**config.mk**
```make
export PLATFORM = sky130hd
export DESIGN_NAME = rom_fetch_ctrl
export DESIGN_NICKNAME = d
export VERILOG_FILES = /design/src/rtl/rom_fetch_ctrl.sv
export SDC_FILE = /design/constraint.sdc
export NUM_CORES = 1
export LEC_CHECK = 0
export CAP_MARGIN = 20
export CORE_MARGIN = 5
export CORE_UTILIZATION = 55
export DETAILED_ROUTE_END_ITERATION = 16
export DONT_BUFFER_PORTS = 1
export PLACE_DENSITY_LB_ADDON = 0.15
export SLEW_MARGIN = 20
export SYNTH_ARGS = -nofsm -noshare
export SYNTH_HDL_FRONTEND = slang
export SYNTH_SLANG_ARGS = --single-unit
```
**constraint.sdc**
```tcl
create_clock -name clk -period 8.2 [get_ports clk]
set_clock_uncertainty 0.15 [all_clocks]
set_input_delay 2.05 -clock clk [delete_from_list [all_inputs] [get_ports clk]]
set_output_delay 2.05 -clock clk [all_outputs]
set_load 0.005 [all_outputs]
```
**src/rtl/rom_fetch_ctrl.sv**
```systemverilog
// rtl/rom_fetch_ctrl.sv - instruction fetch sequencer for a combinational ROM
// Owns the PC, registers each fetched word with its PC, handles stall/redirect/halt/fault.
module rom_fetch_ctrl #(
  parameter logic [31:0] RESET_PC   = 32'h0000_0000,
  parameter int unsigned ROM_BYTES  = 128,
  parameter logic [31:0] HALT_INSTR = 32'h0000_0073
) (
  input  logic        clk,
  input  logic        reset,
  input  logic        start,
  input  logic        stall,
  input  logic        redirect_valid,
  input  logic [31:0] redirect_pc,
  output logic [31:0] rom_addr,
  input  logic [31:0] rom_rd,
  output logic [31:0] instr,
  output logic [31:0] instr_pc,
  output logic        instr_valid,
  output logic        halted,
  output logic        fault,
  output logic [31:0] retired_count
);

  typedef enum logic [1:0] {S_IDLE, S_FETCH, S_HALT, S_FAULT} state_t;

  localparam logic [31:0] ROM_LIMIT = 32'(ROM_BYTES);

  state_t      state;
  logic [31:0] pc;

  assign rom_addr = pc;

  always_ff @(posedge clk or posedge reset) begin
    if (reset) begin
      state         <= S_IDLE;
      pc            <= RESET_PC;
      instr         <= 32'h0;
      instr_pc      <= 32'h0;
      instr_valid   <= 1'b0;
      halted        <= 1'b0;
      fault         <= 1'b0;
      retired_count <= 32'h0;
    end else begin
      case (state)
        S_IDLE: begin
          instr_valid <= 1'b0;
          if (start) begin
            state <= S_FETCH;
            pc    <= RESET_PC;
          end
        end
        S_FETCH: begin
          // Redirect outranks both the range check and stall, so a taken branch
          // squashes whatever word (including a halt) sits at the old PC.
          if (redirect_valid && (redirect_pc[1:0] != 2'b00)) begin
            state       <= S_FAULT;
            fault       <= 1'b1;
            instr_valid <= 1'b0;
          end else if (redirect_valid) begin
            pc          <= redirect_pc;
            instr_valid <= 1'b0;
          end else if (pc >= ROM_LIMIT) begin
            state       <= S_FAULT;
            fault       <= 1'b1;
            instr_valid <= 1'b0;
          end else if (!stall) begin
            instr       <= rom_rd;
            instr_pc    <= pc;
            instr_valid <= 1'b1;
            if (retired_count != 32'hFFFF_FFFF)
              retired_count <= retired_count + 32'd1;
            if (rom_rd == HALT_INSTR) begin
              state  <= S_HALT;
              halted <= 1'b1;
            end else begin
              pc <= pc + 32'd4;
            end
          end
        end
        S_HALT: begin
          instr_valid <= 1'b0;
          if (start) begin
            state  <= S_FETCH;
            pc     <= RESET_PC;
            halted <= 1'b0;
          end
        end
        S_FAULT: begin
          instr_valid <= 1'b0;
        end
        default: begin
          state <= S_IDLE;
        end
      endcase
    end
  end

endmodule

```
==> results by stage <==
Clock network:
- The number of gates resized after CTS is 0.
- The count of hold-fix buffers inserted at cts is 0.
- The buffer type at the clock tree root is sky130_fd_sc_hd__clkbuf_8.
- TritonCTS built the clock tree.
- The longest clock path from root to sink contains 2 buffers.
- The clock transition time at the flip-flop clock pins of the worst setup and hold paths is 0.06 ns.
- Clock tree synthesis found a total of 133 sinks.
- CTS built an H-tree with a depth of 4.
- The buffers inserted during post-CTS setup optimization is 0.
- Counting the buffers created by CTS gives 17.
- The insertion delay to the later sink of the worst-skew pair is 0.52 ns.

Worst setup path:
- Together, buffers and inverters on the worst path number 1.
- The capture instance of the worst register-to-register path is retired_count[1]$_DFFE_PP0P_.
- Along the worst path, the maximum fanout reaches 81.
- Data on the critical path arrives at its endpoint at 4.25 ns.
- The element type at the critical path end is a register.
- Among all stages on the critical path, the largest delay is contributed by sky130_fd_sc_hd__buf_4.
- The largest single stage delay on the critical path is between 0.6 and 0.7 ns.
- The family with the most delay on the worst path is simple AND/OR/NAND/NOR gates.
- The critical path goes through nor4b_1 -> nand4_2 -> nor2_4 -> buf_4 -> nand2_1 -> mux2_4.
- The data required time at the worst endpoint is 8.45 ns.
- The worst register-to-register path has a depth of 6.
- The worst register-to-register path begins at rom_addr[21]$_DFFE_PP0P_.
- The worst setup path is launched from a primary input.
- Setup slack on the worst reg-to-reg path comes out at between 5 and 6 ns.
- The class of the most critical setup path is primary input to register.

Floorplan:
- The die covers approximately 0.013 mm².
- The die boundary height is 116 µm.
- In this run the count of I/O pins placed on the die edge is 200.
- The initial utilization of the core area, before any placement, comes to around 56%.
- From left edge to right edge, the die measures approximately 120 µm.
- The core area is 0.0109 mm².
- The row count is 38.

Flow run:
- The max-capacitance violation count is 0.

Route:
- In the final routed layout, each cell accounts on average for 21.6 µm.
- The detailed-route vias per instance is just over 6.
- The final routed DRC violation total is 0.
- Once detail routing completed, the nets flagged for antenna violations numbered 0.
- The number of design-rule violations left by the first detailed-router iteration is 317.
- Wires add up to 14.7 mm.
- The detailed router placed 4201 vias in this run.
- The first detailed-routing pass ran for 5 iterations.

GRT:
- For this run the aggregate overflow at the end of global routing stands at 0.
- The via count of the first global-routing pass is 4314.
- The initial antenna violation count is 0.
- Entering global routing, the biggest net connects 82 pins.
- The total routing usage reported by global routing is around 23%.
- The first global-routing pass estimated 23.5 mm of wire.

Final layout:
- For this run, the share of the core covered by cells in the final layout is 62.6%.
- Leaving out filler cells and counting taps, the final layout contains 682.
- The filler cell count in the final layout is 867.
- The number of antenna diodes is 0.
- Of the cells placed in the final design, the portion with a size suffix greater than 1 is 17.7%.
- In the final design database the tool counted 602 nets.
- Once layout is done, the placed cells without fillers occupy 0.00682 mm².
- From synthesis to final layout, the design area changed by 11.0%.

Place:
- The HPWL after detailed placement is roughly 10 mm.
- The count of buffers added on input and output ports is 0.
- Routability-driven placement finished with a final weighted congestion of 0.808.
- The cell count after placement is 650.
- The total placed instance area is 0.00619 mm².

Timing:
- In the finished design, the share of the clock period the worst path needs comes to 48.8%.
- Setup violations remaining at the end of the flow were counted as 0.
- The relative slew slack is 43.5%.
- Setup repair after global routing left no endpoint under its margin.
- Derived from the worst setup path, the maximum achievable clock frequency is 250 MHz.
- The actual transition at the worst max-transition pin is 0.840 ns.
- The number of failing hold endpoints at the final stage was 0.
- For the final routed database, the setup TNS stands at 0 ns.
- For the finished layout, the period the worst path requires is approximately 4.0 ns.
- The count of final max-slew check failures came to 0.

Yosys:
- Yosys mapped the design onto 60 distinct sky130hd cell types.
- By area the synthesized netlist is led by sky130_fd_sc_hd__dfrtp_1, sky130_fd_sc_hd__mux2_2, sky130_fd_sc_hd__xnor2_1, sky130_fd_sc_hd__a22o_1, sky130_fd_sc_hd__nand2_1.
- For this run, the number of Yosys warnings is 0.
- The share of the Yosys chip area taken by registers is 54.2%.
- The commonest register cell after synthesis is sky130_fd_sc_hd__dfrtp_1.
- The number of flops mapped to enable cells by yosys is 0.
- The synthesized netlist cell count is 528.
- The number of synthesized register bits is 133.
- A synthesized cell averages 11.6 µm².
- The share of flip-flops with an asynchronous set or reset after synthesis is 100%.
- The cell type with the largest total area after synthesis is sky130_fd_sc_hd__dfrtp_1.
- In the synthesized netlist, the cells that appear most often are sky130_fd_sc_hd__dfrtp_1, sky130_fd_sc_hd__nand2_1, sky130_fd_sc_hd__mux2_2, sky130_fd_sc_hd__xnor2_1, sky130_fd_sc_hd__a22o_1.
- The number of nets in the synthesized netlist is 600.
- The most frequently used cell type in the post-synthesis netlist is sky130_fd_sc_hd__dfrtp_1.
- Of the post-synthesis cell area, the dominant cell type holds 54.2%.
- The synthesized netlist occupies a cell area of 0.00614 mm².

Hold path:
- Counting instances, the worst hold path has a depth of 1.
- The worst hold path belongs to the class register to register.
- The end point of the worst hold path is instr_pc[29]$_DFFE_PP0P_.
- The beginning of the worst hold path is instr_pc[29]$_DFFE_PP0P_.

Pwr:
- VDD sags by at most 141 µV.
- For this design the static power due to leakage is 0.00309 µW.
- Summing internal, switching and leakage power gives approximately 1600 µW.
- The total power per unit cell area is 236 mW/mm².

Run status:
- The run finished with clean final reports.
==> power breakdown <==
part           switching, µW  total, µW  internal (µW)  leakage [µW]
clock network            274        782            508      0.000300
registers               48.0        733            685       0.00181
logic                   50.4       90.8           40.4      0.000971
total                    372       1610           1230       0.00309
==> cell type report <==
class	instances	area [µm²]	share of cell area, %
clock buffer	19	442	6.48
clock inverter	12	176	2.59
multi-input combinational	362	2610	38.3
sequential	133	3330	48.8
timing repair buffer	4	33.8	0.495
tap	140	175	2.57
inverter	12	50.0	0.734
==> worst register-to-register path, stage by stage (launching register included) <==
cell and delay (ns):
sky130_fd_sc_hd__dfrtp_1 0.45, sky130_fd_sc_hd__nor4_1 0.66, sky130_fd_sc_hd__nand4_2 0.39, sky130_fd_sc_hd__nor2_4 0.16
sky130_fd_sc_hd__buf_4 0.66, sky130_fd_sc_hd__nand2_1 0.24, sky130_fd_sc_hd__mux2_4 0.35
==> registers in the layout (all words and copies together) (netlist names) <==
signal	count
fault	1
halted	1
instr	32
instr_pc	32
instr_valid	1
retired_count	32
rom_addr	32
state	2
==> placed cells by master, fill, tap and decap left out, types with 4 or more instances in the layout <==
master / count
sky130_fd_sc_hd__a22o_1: 29
sky130_fd_sc_hd__dfrtp_1: 133
sky130_fd_sc_hd__nand3_1: 22
sky130_fd_sc_hd__o31ai_1: 13
sky130_fd_sc_hd__mux2_2: 38
sky130_fd_sc_hd__nor2b_1: 25
sky130_fd_sc_hd__o21ai_0: 12
sky130_fd_sc_hd__nand2_1: 54
sky130_fd_sc_hd__nand2b_1: 6
sky130_fd_sc_hd__bufinv_16: 4
sky130_fd_sc_hd__and3_1: 10
sky130_fd_sc_hd__o41ai_1: 6
sky130_fd_sc_hd__nor2_1: 10
sky130_fd_sc_hd__nand4_1: 28
sky130_fd_sc_hd__and4_2: 4
sky130_fd_sc_hd__nor3_1: 5
sky130_fd_sc_hd__clkbuf_16: 16
sky130_fd_sc_hd__inv_1: 11
sky130_fd_sc_hd__nor4_1: 10
sky130_fd_sc_hd__xnor2_1: 30
==> metrics by stage <==
stage                     hold WS [ns]  worst slack (ns)
after floorplan                  0.316              2.45
after global placement           0.351              3.75
after detailed placement         0.359              3.64
after CTS                        0.373              4.19
after global routing             0.391              3.98
final                            0.367              4.20
==> worst max-delay path by stage <==
stage | start | endpoint | depth (start not counted) | slack (ns)
after floorplan | reset | fault$_DFFE_PP0P_ | 1 | 2.45
after global placement | redirect_valid | retired_count[1]$_DFFE_PP0P_ | 6 | 3.75
after detailed placement | redirect_valid | retired_count[1]$_DFFE_PP0P_ | 6 | 3.64
after CTS | redirect_valid | retired_count[1]$_DFFE_PP0P_ | 6 | 4.19
after global routing | redirect_valid | retired_count[1]$_DFFE_PP0P_ | 6 | 3.98
final | redirect_valid | retired_count[1]$_DFFE_PP0P_ | 6 | 4.20
==> layer usage <==
metal  part of all wire [%]  wire [µm]  up-vias  track usage, %
met5                      0          0        -               0
met4                    1.5        227        0            7.19
met3                     10       1490       21            10.1
met2                     49       7170      149            34.9
met1                     40       5820     2074            28.6
li1                       -          -     1957               -
==> cells by family (layout without fill, tap and decap cells) <==
group                    Yosys count  count (layout)  synth area share (%)
buffers and inverters             33              47                  3.36
XOR/XNOR                          30              30                  4.28
AO/OA/AOI/OAI                     81              81                  10.1
adder cells (fa/ha/maj)            3               3                 0.611
AND/OR/NAND/NOR                  208             208                  20.1
multiplexers                      40              40                  7.38
flip-flops                       133             133                  54.2
(Power assumes the default switching activity.)
